## config.mk

```make
export PLATFORM = sky130hd
export DESIGN_NAME = micro_ucr_hash_ctrl_trabajo_flat
export DESIGN_NICKNAME = d
export VERILOG_FILES = /design/src/rtl/micro_ucr_hash_ctrl_trabajo_if.sv /design/src/rtl/micro_ucr_hash_ctrl_trabajo.sv /design/src/flat_wrapper.sv
export SDC_FILE = /design/constraint.sdc
export NUM_CORES = 1
export LEC_CHECK = 0
export ABC_AREA = 1
export BUFFER_PORTS_ARGS = -buffer_cell sky130_fd_sc_hd__buf_2
export CORE_UTILIZATION = 50
export CTS_BUF_LIST = sky130_fd_sc_hd__clkbuf_4
export DETAILED_ROUTE_END_ITERATION = 8
export PLACE_DENSITY = 0.9
export SLEW_MARGIN = 20
export SYNTH_ARGS = -nofsm -noshare
export SYNTH_HDL_FRONTEND = slang
export SYNTH_SLANG_ARGS = --single-unit
```

## constraint.sdc

```tcl
create_clock -name clk -period 4.6 [get_ports clk]
set_input_delay 0.46 -clock clk [delete_from_list [all_inputs] [get_ports clk]]
set_output_delay 0.46 -clock clk [all_outputs]
set_load 0.01 [all_outputs]
```

## src/rtl/micro_ucr_hash_ctrl_trabajo_if.sv

```systemverilog
// Host-side bundle for the hash job controller: job submission and result return handshakes.
interface micro_ucr_hash_ctrl_trabajo_if;
  logic        trabajo_valido;
  logic        trabajo_listo;
  logic [95:0] trabajo_datos;
  logic [7:0]  trabajo_target;
  logic [31:0] trabajo_nonce_base;
  logic        resultado_valido;
  logic        resultado_listo;
  logic [23:0] resultado_bounty;
  logic        resultado_timeout;
  logic [31:0] resultado_ciclos;
  logic        ocupado;

  modport master (
    output trabajo_valido, trabajo_datos, trabajo_target, trabajo_nonce_base, resultado_listo,
    input  trabajo_listo, resultado_valido, resultado_bounty, resultado_timeout,
           resultado_ciclos, ocupado
  );

  modport slave (
    input  trabajo_valido, trabajo_datos, trabajo_target, trabajo_nonce_base, resultado_listo,
    output trabajo_listo, resultado_valido, resultado_bounty, resultado_timeout,
           resultado_ciclos, ocupado
  );
endinterface

```

## src/rtl/micro_ucr_hash_ctrl_trabajo.sv

```systemverilog
// Job controller feeding the micro_ucr_hash_mod miner: load, supervise, return result.
// Define MICRO_UCR_HASH_TIMEOUT_EN to compile in the MAX_CICLOS timeout exit.
module micro_ucr_hash_ctrl_trabajo #(
  parameter int unsigned NUM_BLOQUES_PARALELOS = 4,
  parameter logic [31:0] MAX_CICLOS            = 32'd1_000_000
) (
  input  logic                                clk,
  input  logic                                reset_n,
  micro_ucr_hash_ctrl_trabajo_if.slave        host,
  output logic [95:0]                         bloque_datos,
  output logic [7:0]                          target,
  output logic [32*NUM_BLOQUES_PARALELOS-1:0] nonce_iniciales,
  output logic                                inicio,
  input  logic [23:0]                         bounty_out,
  input  logic                                terminado_out
);
  localparam int unsigned NONCE_W = 32 * NUM_BLOQUES_PARALELOS;

`ifdef MICRO_UCR_HASH_TIMEOUT_EN
  localparam logic TIMEOUT_EN = 1'b1;
`else
  localparam logic TIMEOUT_EN = 1'b0;
`endif

  typedef enum logic [1:0] {
    IDLE      = 2'd0,
    CARGA     = 2'd1,
    MINANDO   = 2'd2,
    RESULTADO = 2'd3
  } estado_t;

  estado_t              estado_r;
  logic [95:0]          bloque_datos_r;
  logic [7:0]           target_r;
  logic [NONCE_W-1:0]   nonces_r;
  logic                 inicio_r;
  logic                 trabajo_listo_r;
  logic                 ocupado_r;
  logic                 resultado_valido_r;
  logic [23:0]          resultado_bounty_r;
  logic                 resultado_timeout_r;
  logic [31:0]          resultado_ciclos_r;
  logic [31:0]          ciclos_r;
  logic [31:0]          ciclos_next_s;
  logic                 timeout_hit_s;

  // Lane i starts at base + i; the 32-bit add wraps naturally.
  function automatic logic [NONCE_W-1:0] repartir_nonces(input logic [31:0] base);
    logic [NONCE_W-1:0] carriles;
    carriles = {NONCE_W{1'b0}};
    for (int i = 0; i < int'(NUM_BLOQUES_PARALELOS); i++) begin
      carriles[i*32 +: 32] = base + 32'(i);
    end
    return carriles;
  endfunction

  // Saturating count for the current cycle and the timeout compare against it.
  always_comb begin
    ciclos_next_s = ciclos_r;
    timeout_hit_s = 1'b0;
    if (ciclos_r == 32'hFFFF_FFFF) begin
      ciclos_next_s = ciclos_r;
    end else begin
      ciclos_next_s = ciclos_r + 32'd1;
    end
    timeout_hit_s = TIMEOUT_EN && (ciclos_next_s == MAX_CICLOS);
  end

  // Controller FSM; every output is a register updated alongside the state.
  always_ff @(posedge clk or negedge reset_n) begin
    if (!reset_n) begin
      estado_r            <= IDLE;
      bloque_datos_r      <= 96'd0;
      target_r            <= 8'd0;
      nonces_r            <= {NONCE_W{1'b0}};
      inicio_r            <= 1'b1;
      trabajo_listo_r     <= 1'b1;
      ocupado_r           <= 1'b0;
      resultado_valido_r  <= 1'b0;
      resultado_bounty_r  <= 24'd0;
      resultado_timeout_r <= 1'b0;
      resultado_ciclos_r  <= 32'd0;
      ciclos_r            <= 32'd0;
    end else begin
      case (estado_r)
        IDLE: begin
          if (host.trabajo_valido && trabajo_listo_r) begin
            bloque_datos_r  <= host.trabajo_datos;
            target_r        <= host.trabajo_target;
            nonces_r        <= repartir_nonces(host.trabajo_nonce_base);
            ciclos_r        <= 32'd0;
            trabajo_listo_r <= 1'b0;
            ocupado_r       <= 1'b1;
            estado_r        <= CARGA;
          end
        end
        CARGA: begin
          inicio_r <= 1'b0;
          estado_r <= MINANDO;
        end
        MINANDO: begin
          ciclos_r <= ciclos_next_s;
          // A finished miner takes priority over a coincident timeout.
          if (terminado_out) begin
            resultado_bounty_r  <= bounty_out;
            resultado_timeout_r <= 1'b0;
            resultado_ciclos_r  <= ciclos_next_s;
            resultado_valido_r  <= 1'b1;
            inicio_r            <= 1'b1;
            estado_r            <= RESULTADO;
          end else if (timeout_hit_s) begin
            resultado_bounty_r  <= 24'd0;
            resultado_timeout_r <= 1'b1;
            resultado_ciclos_r  <= ciclos_next_s;
            resultado_valido_r  <= 1'b1;
            inicio_r            <= 1'b1;
            estado_r            <= RESULTADO;
          end
        end
        RESULTADO: begin
          if (host.resultado_listo) begin
            resultado_valido_r <= 1'b0;
            trabajo_listo_r    <= 1'b1;
            ocupado_r          <= 1'b0;
            estado_r           <= IDLE;
          end
        end
        default: begin
          estado_r           <= IDLE;
          inicio_r           <= 1'b1;
          trabajo_listo_r    <= 1'b1;
          ocupado_r          <= 1'b0;
          resultado_valido_r <= 1'b0;
        end
      endcase
    end
  end

  assign bloque_datos           = bloque_datos_r;
  assign target                 = target_r;
  assign nonce_iniciales        = nonces_r;
  assign inicio                 = inicio_r;
  assign host.trabajo_listo     = trabajo_listo_r;
  assign host.ocupado           = ocupado_r;
  assign host.resultado_valido  = resultado_valido_r;
  assign host.resultado_bounty  = resultado_bounty_r;
  assign host.resultado_timeout = resultado_timeout_r;
  assign host.resultado_ciclos  = resultado_ciclos_r;
endmodule

```

## src/flat_wrapper.sv

```systemverilog
// flat-port wrapper written by rule: the top's interface ports become plain ports
module micro_ucr_hash_ctrl_trabajo_flat 
#(
  parameter int unsigned NUM_BLOQUES_PARALELOS = 4,
  parameter logic [31:0] MAX_CICLOS            = 32'd1_000_000
)
  (clk, reset_n, bloque_datos, target, nonce_iniciales, inicio, bounty_out, terminado_out, host_trabajo_valido, host_trabajo_datos, host_trabajo_target, host_trabajo_nonce_base, host_resultado_listo, host_trabajo_listo, host_resultado_valido, host_resultado_bounty, host_resultado_timeout, host_resultado_ciclos, host_ocupado);
  micro_ucr_hash_ctrl_trabajo_if host_i ();
  input  logic clk;
  input  logic reset_n;
  output logic [95:0] bloque_datos;
  output logic [7:0] target;
  output logic [32*NUM_BLOQUES_PARALELOS-1:0] nonce_iniciales;
  output logic inicio;
  input  logic [23:0] bounty_out;
  input  logic terminado_out;
  input wire logic [$bits(host_i.trabajo_valido)-1:0] host_trabajo_valido;
  input wire logic [$bits(host_i.trabajo_datos)-1:0] host_trabajo_datos;
  input wire logic [$bits(host_i.trabajo_target)-1:0] host_trabajo_target;
  input wire logic [$bits(host_i.trabajo_nonce_base)-1:0] host_trabajo_nonce_base;
  input wire logic [$bits(host_i.resultado_listo)-1:0] host_resultado_listo;
  output wire logic [$bits(host_i.trabajo_listo)-1:0] host_trabajo_listo;
  output wire logic [$bits(host_i.resultado_valido)-1:0] host_resultado_valido;
  output wire logic [$bits(host_i.resultado_bounty)-1:0] host_resultado_bounty;
  output wire logic [$bits(host_i.resultado_timeout)-1:0] host_resultado_timeout;
  output wire logic [$bits(host_i.resultado_ciclos)-1:0] host_resultado_ciclos;
  output wire logic [$bits(host_i.ocupado)-1:0] host_ocupado;
  assign host_i.trabajo_valido = host_trabajo_valido;
  assign host_i.trabajo_datos = host_trabajo_datos;
  assign host_i.trabajo_target = host_trabajo_target;
  assign host_i.trabajo_nonce_base = host_trabajo_nonce_base;
  assign host_i.resultado_listo = host_resultado_listo;
  assign host_trabajo_listo = host_i.trabajo_listo;
  assign host_resultado_valido = host_i.resultado_valido;
  assign host_resultado_bounty = host_i.resultado_bounty;
  assign host_resultado_timeout = host_i.resultado_timeout;
  assign host_resultado_ciclos = host_i.resultado_ciclos;
  assign host_ocupado = host_i.ocupado;
  micro_ucr_hash_ctrl_trabajo #(.NUM_BLOQUES_PARALELOS(NUM_BLOQUES_PARALELOS), .MAX_CICLOS(MAX_CICLOS)) u_core (.clk(clk), .reset_n(reset_n), .host(host_i), .bloque_datos(bloque_datos), .target(target), .nonce_iniciales(nonce_iniciales), .inicio(inicio), .bounty_out(bounty_out), .terminado_out(terminado_out));
endmodule
```

==> results.json <==
{
  "final_max_slew_viol_count": 0,
  "ys_warn_count": 0,
  "drt-total-wl_um": 56600,
  "power_density_mw_per_mm2": 564,
  "finalCriticalPeriod_ns": 2.90,
  "netlist_top_cells_area": "sky130_fd_sc_hd__dfrtp_1 53%, sky130_fd_sc_hd__nand2_1 24%, sky130_fd_sc_hd__nand3_1 4.1%, sky130_fd_sc_hd__nor2_1 3.1%, sky130_fd_sc_hd__inv_1 2.9%",
  "clockRootBuffer": "sky130_fd_sc_hd__clkbuf_4",
  "floorplan.rows": 63,
  "cts.reportedPaths.clkPinSlew_ns": 0.09,
  "slowest_delay_ns": 0.73,
  "status": "completed",
  "setup_total_negative_slack_ns": 0,
  "timing.critical_path.mode_cell": "sky130_fd_sc_hd__nand3_1",
  "die_height_um": 176,
  "muxShareOfSynthArea": 0,
  "synth.cell_area_mm2": 0.0152,
  "number_of_antenna_violations_at_the_first_check_in_global_routing": 12,
  "synthesis.nets": 2124,
  "async_reset_ff_frac": 1.00,
  "placeableCoreArea_mm2": 0.0297,
  "final_layout_size_suffix_gt1_frac": 0.257,
  "worst_r2r_startpoint": "u_core.estado_r[1]",
  "layoutNonFillerInstCount": 3039,
  "p_leak_nw": 11.3,
  "initial_core_util": 0.511,
  "synth-main-ff-cell": "sky130_fd_sc_hd__dfrtp_1",
  "grt_max_degree": 208,
  "cts_repair_resize_count": 0,
  "relSlewSlack": 0.295,
  "irDropWorstVdd_v": 0.000364,
  "synth_xor_xnor_area_share": 0.00808,
  "min_path_type": "primary input to flip-flop",
  "cts_tree": "yes",
  "detail_route.first_pass.iterations": 6,
  "routedWlPerCell_um": 18.6,
  "synth.ff_latch_count": 324,
  "h-tree-depth": 3,
  "syn_to_final_growth_pct": 33.6,
  "crit_path_cell_trace": "inv_1 > ha_1 > nand3_4 > buf_4 > buf_12 > nor2_1 > nand3_1 > nand3_1",
  "setup.worst_path.start": "u_core.estado_r[1]",
  "path_max_fanout": 207,
  "timing_worst_setup_path_type": "flip-flop to flip-flop",
  "signal_arrival_time_at_the_worst_endpoint_ns": 3.50,
  "first_global_vias": 16900,
  "clkLatencyLatePin_ns": 0.79,
  "maximum_capacitance_violations": 0,
  "detail_route.vias_per_cell": 5.46,
  "simple_logic_cell_fraction_of_the_synthesized_area": 0.351,
  "detailed_route_drc_error_count": 0,
  "synth_area_per_cell_um2": 7.79,
  "drt_iter0_drc": 1588,
  "critPathCaptureType": "flip-flop",
  "total_global_route_track_usage": 0.366,
  "grt_setup_unrepaired": "false",
  "antenna_violating_nets_post_route": 0,
  "post-route-period-util": 0.631,
  "synth_top_area_share": 0.531,
  "timing.critical_path.slowest_stage_cell": "sky130_fd_sc_hd__buf_4",
  "max_freq_ghz": 0.345,
  "main_combinational_cell_family_by_area_after_synthesis": "simple AND/OR/NAND/NOR gates",
  "cts-root-to-sink-buffers": 3,
  "number_of_synthesized_flops_with_an_enable_pin": 0,
  "transition_at_the_pin_with_the_smallest_max_transition_slack_ns": 1.06,
  "wire_length_of_the_first_global_routing_pass_um": 88300,
  "place.detailed.hpwl_um": 35300,
  "yosys.area_share.adder": 0.00825,
  "fin_nets": 2741,
  "startpoint_type": "flip-flop",
  "gr-total-overflow": 0,
  "fin_area_mm2": 0.0203,
  "io-pin-count": 458,
  "vias": 16600,
  "postSynthCellCount": 1949,
  "detailed_place.area_mm2": 0.0178,
  "die_x_um": 176,
  "die_area_mm2": 0.0311,
  "io_buffers": 456,
  "dp_cells": 2734,
  "tritoncts_buffers": 87,
  "yosysTopAreaCell": "sky130_fd_sc_hd__dfrtp_1",
  "crit_path_required_time_ns": 5.20,
  "hp-start": "host_trabajo_nonce_base[17]",
  "share_of_the_synthesized_area_in_compound_gates_ao_oa_aoi_oai": 0.0448,
  "worst_setup_skew_after_layout_ns": 0.115,
  "cts.sink_count": 324,
  "final_hold_viol_count": 0,
  "finalSetupViolCount": 0,
  "gp_congestion": 1.02,
  "synth.distinct_cells": 34,
  "synth_sequential_area_ratio": 0.534
}
## Yosys cell counts (3+ instances only)
cell and instances:
sky130_fd_sc_hd__buf_2 20, sky130_fd_sc_hd__nand3_2 29, sky130_fd_sc_hd__nor3_2 3, sky130_fd_sc_hd__o21a_1 9, sky130_fd_sc_hd__inv_2 9, sky130_fd_sc_hd__nand2_2 9
sky130_fd_sc_hd__a21oi_1 4, sky130_fd_sc_hd__o211ai_1 12, sky130_fd_sc_hd__inv_1 116, sky130_fd_sc_hd__nor2_4 7, sky130_fd_sc_hd__buf_6 3, sky130_fd_sc_hd__a22oi_1 3
sky130_fd_sc_hd__nand4_1 9, sky130_fd_sc_hd__o21ai_0 71, sky130_fd_sc_hd__nand3_1 124, sky130_fd_sc_hd__nor2_2 10, sky130_fd_sc_hd__nand2_1 951, sky130_fd_sc_hd__clkinv_1 4
sky130_fd_sc_hd__o21ai_1 23, sky130_fd_sc_hd__dfrtp_1 322, sky130_fd_sc_hd__clkbuf_1 37, sky130_fd_sc_hd__buf_1 9, sky130_fd_sc_hd__buf_4 3, sky130_fd_sc_hd__xor2_1 12
sky130_fd_sc_hd__ha_1 10, sky130_fd_sc_hd__nor2_1 127
## critical path, delay by kind of cell (launching register included)
| kind | cells | cell delay (ns) |
|---|---|---|
| buf+inv | 3 | 1.44 |
| simple gates | 4 | 0.53 |
| flops | 1 | 0.38 |
| fa+ha+maj | 1 | 0.27 |
## per-stage QoR
step / hold slack [ns] / utilization / setup slack, ns / power, mW
2_1_floorplan: 0.164 / - / 2.90 / 6.50
3_3_place_gp: 0.456 / 0.598 / 1.81 / 8.18
3_5_place_dp: 0.460 / 0.598 / 1.68 / 8.33
4_1_cts: 0.00676 / 0.681 / 1.71 / 11.2
5_1_grt: 0.0348 / 0.682 / 1.44 / 12.0
6_report: 0.0457 / 0.682 / 1.70 / 11.4
## metal layers
| metal | share of wire | vias to the layer above | wire (um) | global-route usage |
|---|---|---|---|---|
| li1 | - | 7360 | - | - |
| met1 | 0.36 | 7689 | 20600 | 0.429 |
| met5 | 0.00023 | - | 13 | 0 |
| met3 | 0.096 | 367 | 5420 | 0.103 |
| met4 | 0.090 | 2 | 5080 | 0.284 |
| met2 | 0.45 | 1163 | 25500 | 0.570 |
## layout make-up
| type | count | area, um^2 |
|---|---|---|
| antenna | 16 | 40.0 |
| clock buffer | 126 | 946 |
| clock inverter | 30 | 196 |
| fill | 2273 | 9440 |
| inverter | 129 | 487 |
| multi-input combinational | 1424 | 6260 |
| sequential | 324 | 8110 |
| tap | 390 | 488 |
| timing repair buffer | 600 | 3740 |
## state kept, by name, indices dropped and copies added (netlist names)
| name | cells |
|---|---|
| u_core.bloque_datos | 96 |
| u_core.ciclos_r | 32 |
| u_core.estado_r | 2 |
| u_core.host.ocupado | 1 |
| u_core.host.resultado_bounty | 24 |
| u_core.host.resultado_ciclos | 32 |
| u_core.host.resultado_valido | 1 |
| u_core.host.trabajo_listo | 1 |
| u_core.inicio | 1 |
| u_core.nonce_iniciales | 126 |
| u_core.target | 8 |
## what timing repair did
item | 4_1_cts | 5_1_grt
buffers inserted | 0 | 0
endpoints found under the hold margin | 236 | 0
hold buffers | 133 | 0
## worst paths after layout
kind / end / slack [ns] / depth (start not counted)
worst min register to register: u_core.host.resultado_ciclos[3] / 0.47 / 2
min in group asynchronous: u_core.bloque_datos[46] / 0.38 / 2
worst min-delay path: u_core.nonce_iniciales[17] / 0.05 / 3
max in group asynchronous: u_core.host.resultado_bounty[19] / 3.05 / 3
worst max-delay path: u_core.nonce_iniciales[126] / 1.70 / 8
worst max register to register: u_core.nonce_iniciales[126] / 1.70 / 8
## layout by cell type (no fill, tap or decap), types with 10 or more instances in the layout
master and count:
sky130_fd_sc_hd__clkinv_1 27, sky130_fd_sc_hd__inv_1 115, sky130_fd_sc_hd__dlygate4sd3_1 133, sky130_fd_sc_hd__nand3_2 29, sky130_fd_sc_hd__clkbuf_4 126, sky130_fd_sc_hd__nand3_1 123, sky130_fd_sc_hd__nor2_1 127, sky130_fd_sc_hd__nand2_1 951
sky130_fd_sc_hd__buf_2 455, sky130_fd_sc_hd__o21ai_1 23, sky130_fd_sc_hd__nor2_2 10, sky130_fd_sc_hd__dfrtp_1 322, sky130_fd_sc_hd__o211ai_1 12, sky130_fd_sc_hd__inv_2 11, sky130_fd_sc_hd__o21ai_0 71, sky130_fd_sc_hd__xor2_1 12
sky130_fd_sc_hd__diode_2 16, sky130_fd_sc_hd__ha_1 10
## report_power, final
part	leakage [nW]	internal, mW	total (mW)	switching (mW)
clock	0.671	1.43	2.75	1.32
combinational	6.49	1.49	4.06	2.58
sequential	4.15	3.91	4.64	0.720
total	11.3	6.83	11.4	4.62
## kinds of logic (layout without fill, tap and decap cells)
family	Yosys count	in the layout
xor+xnor	14	14
other cells	1	17
compound gates	123	123
simple gates	1276	1276
flops	324	324
buf+inv	201	885
fa+ha+maj	10	10
Power figures use the tool's default switching activity.
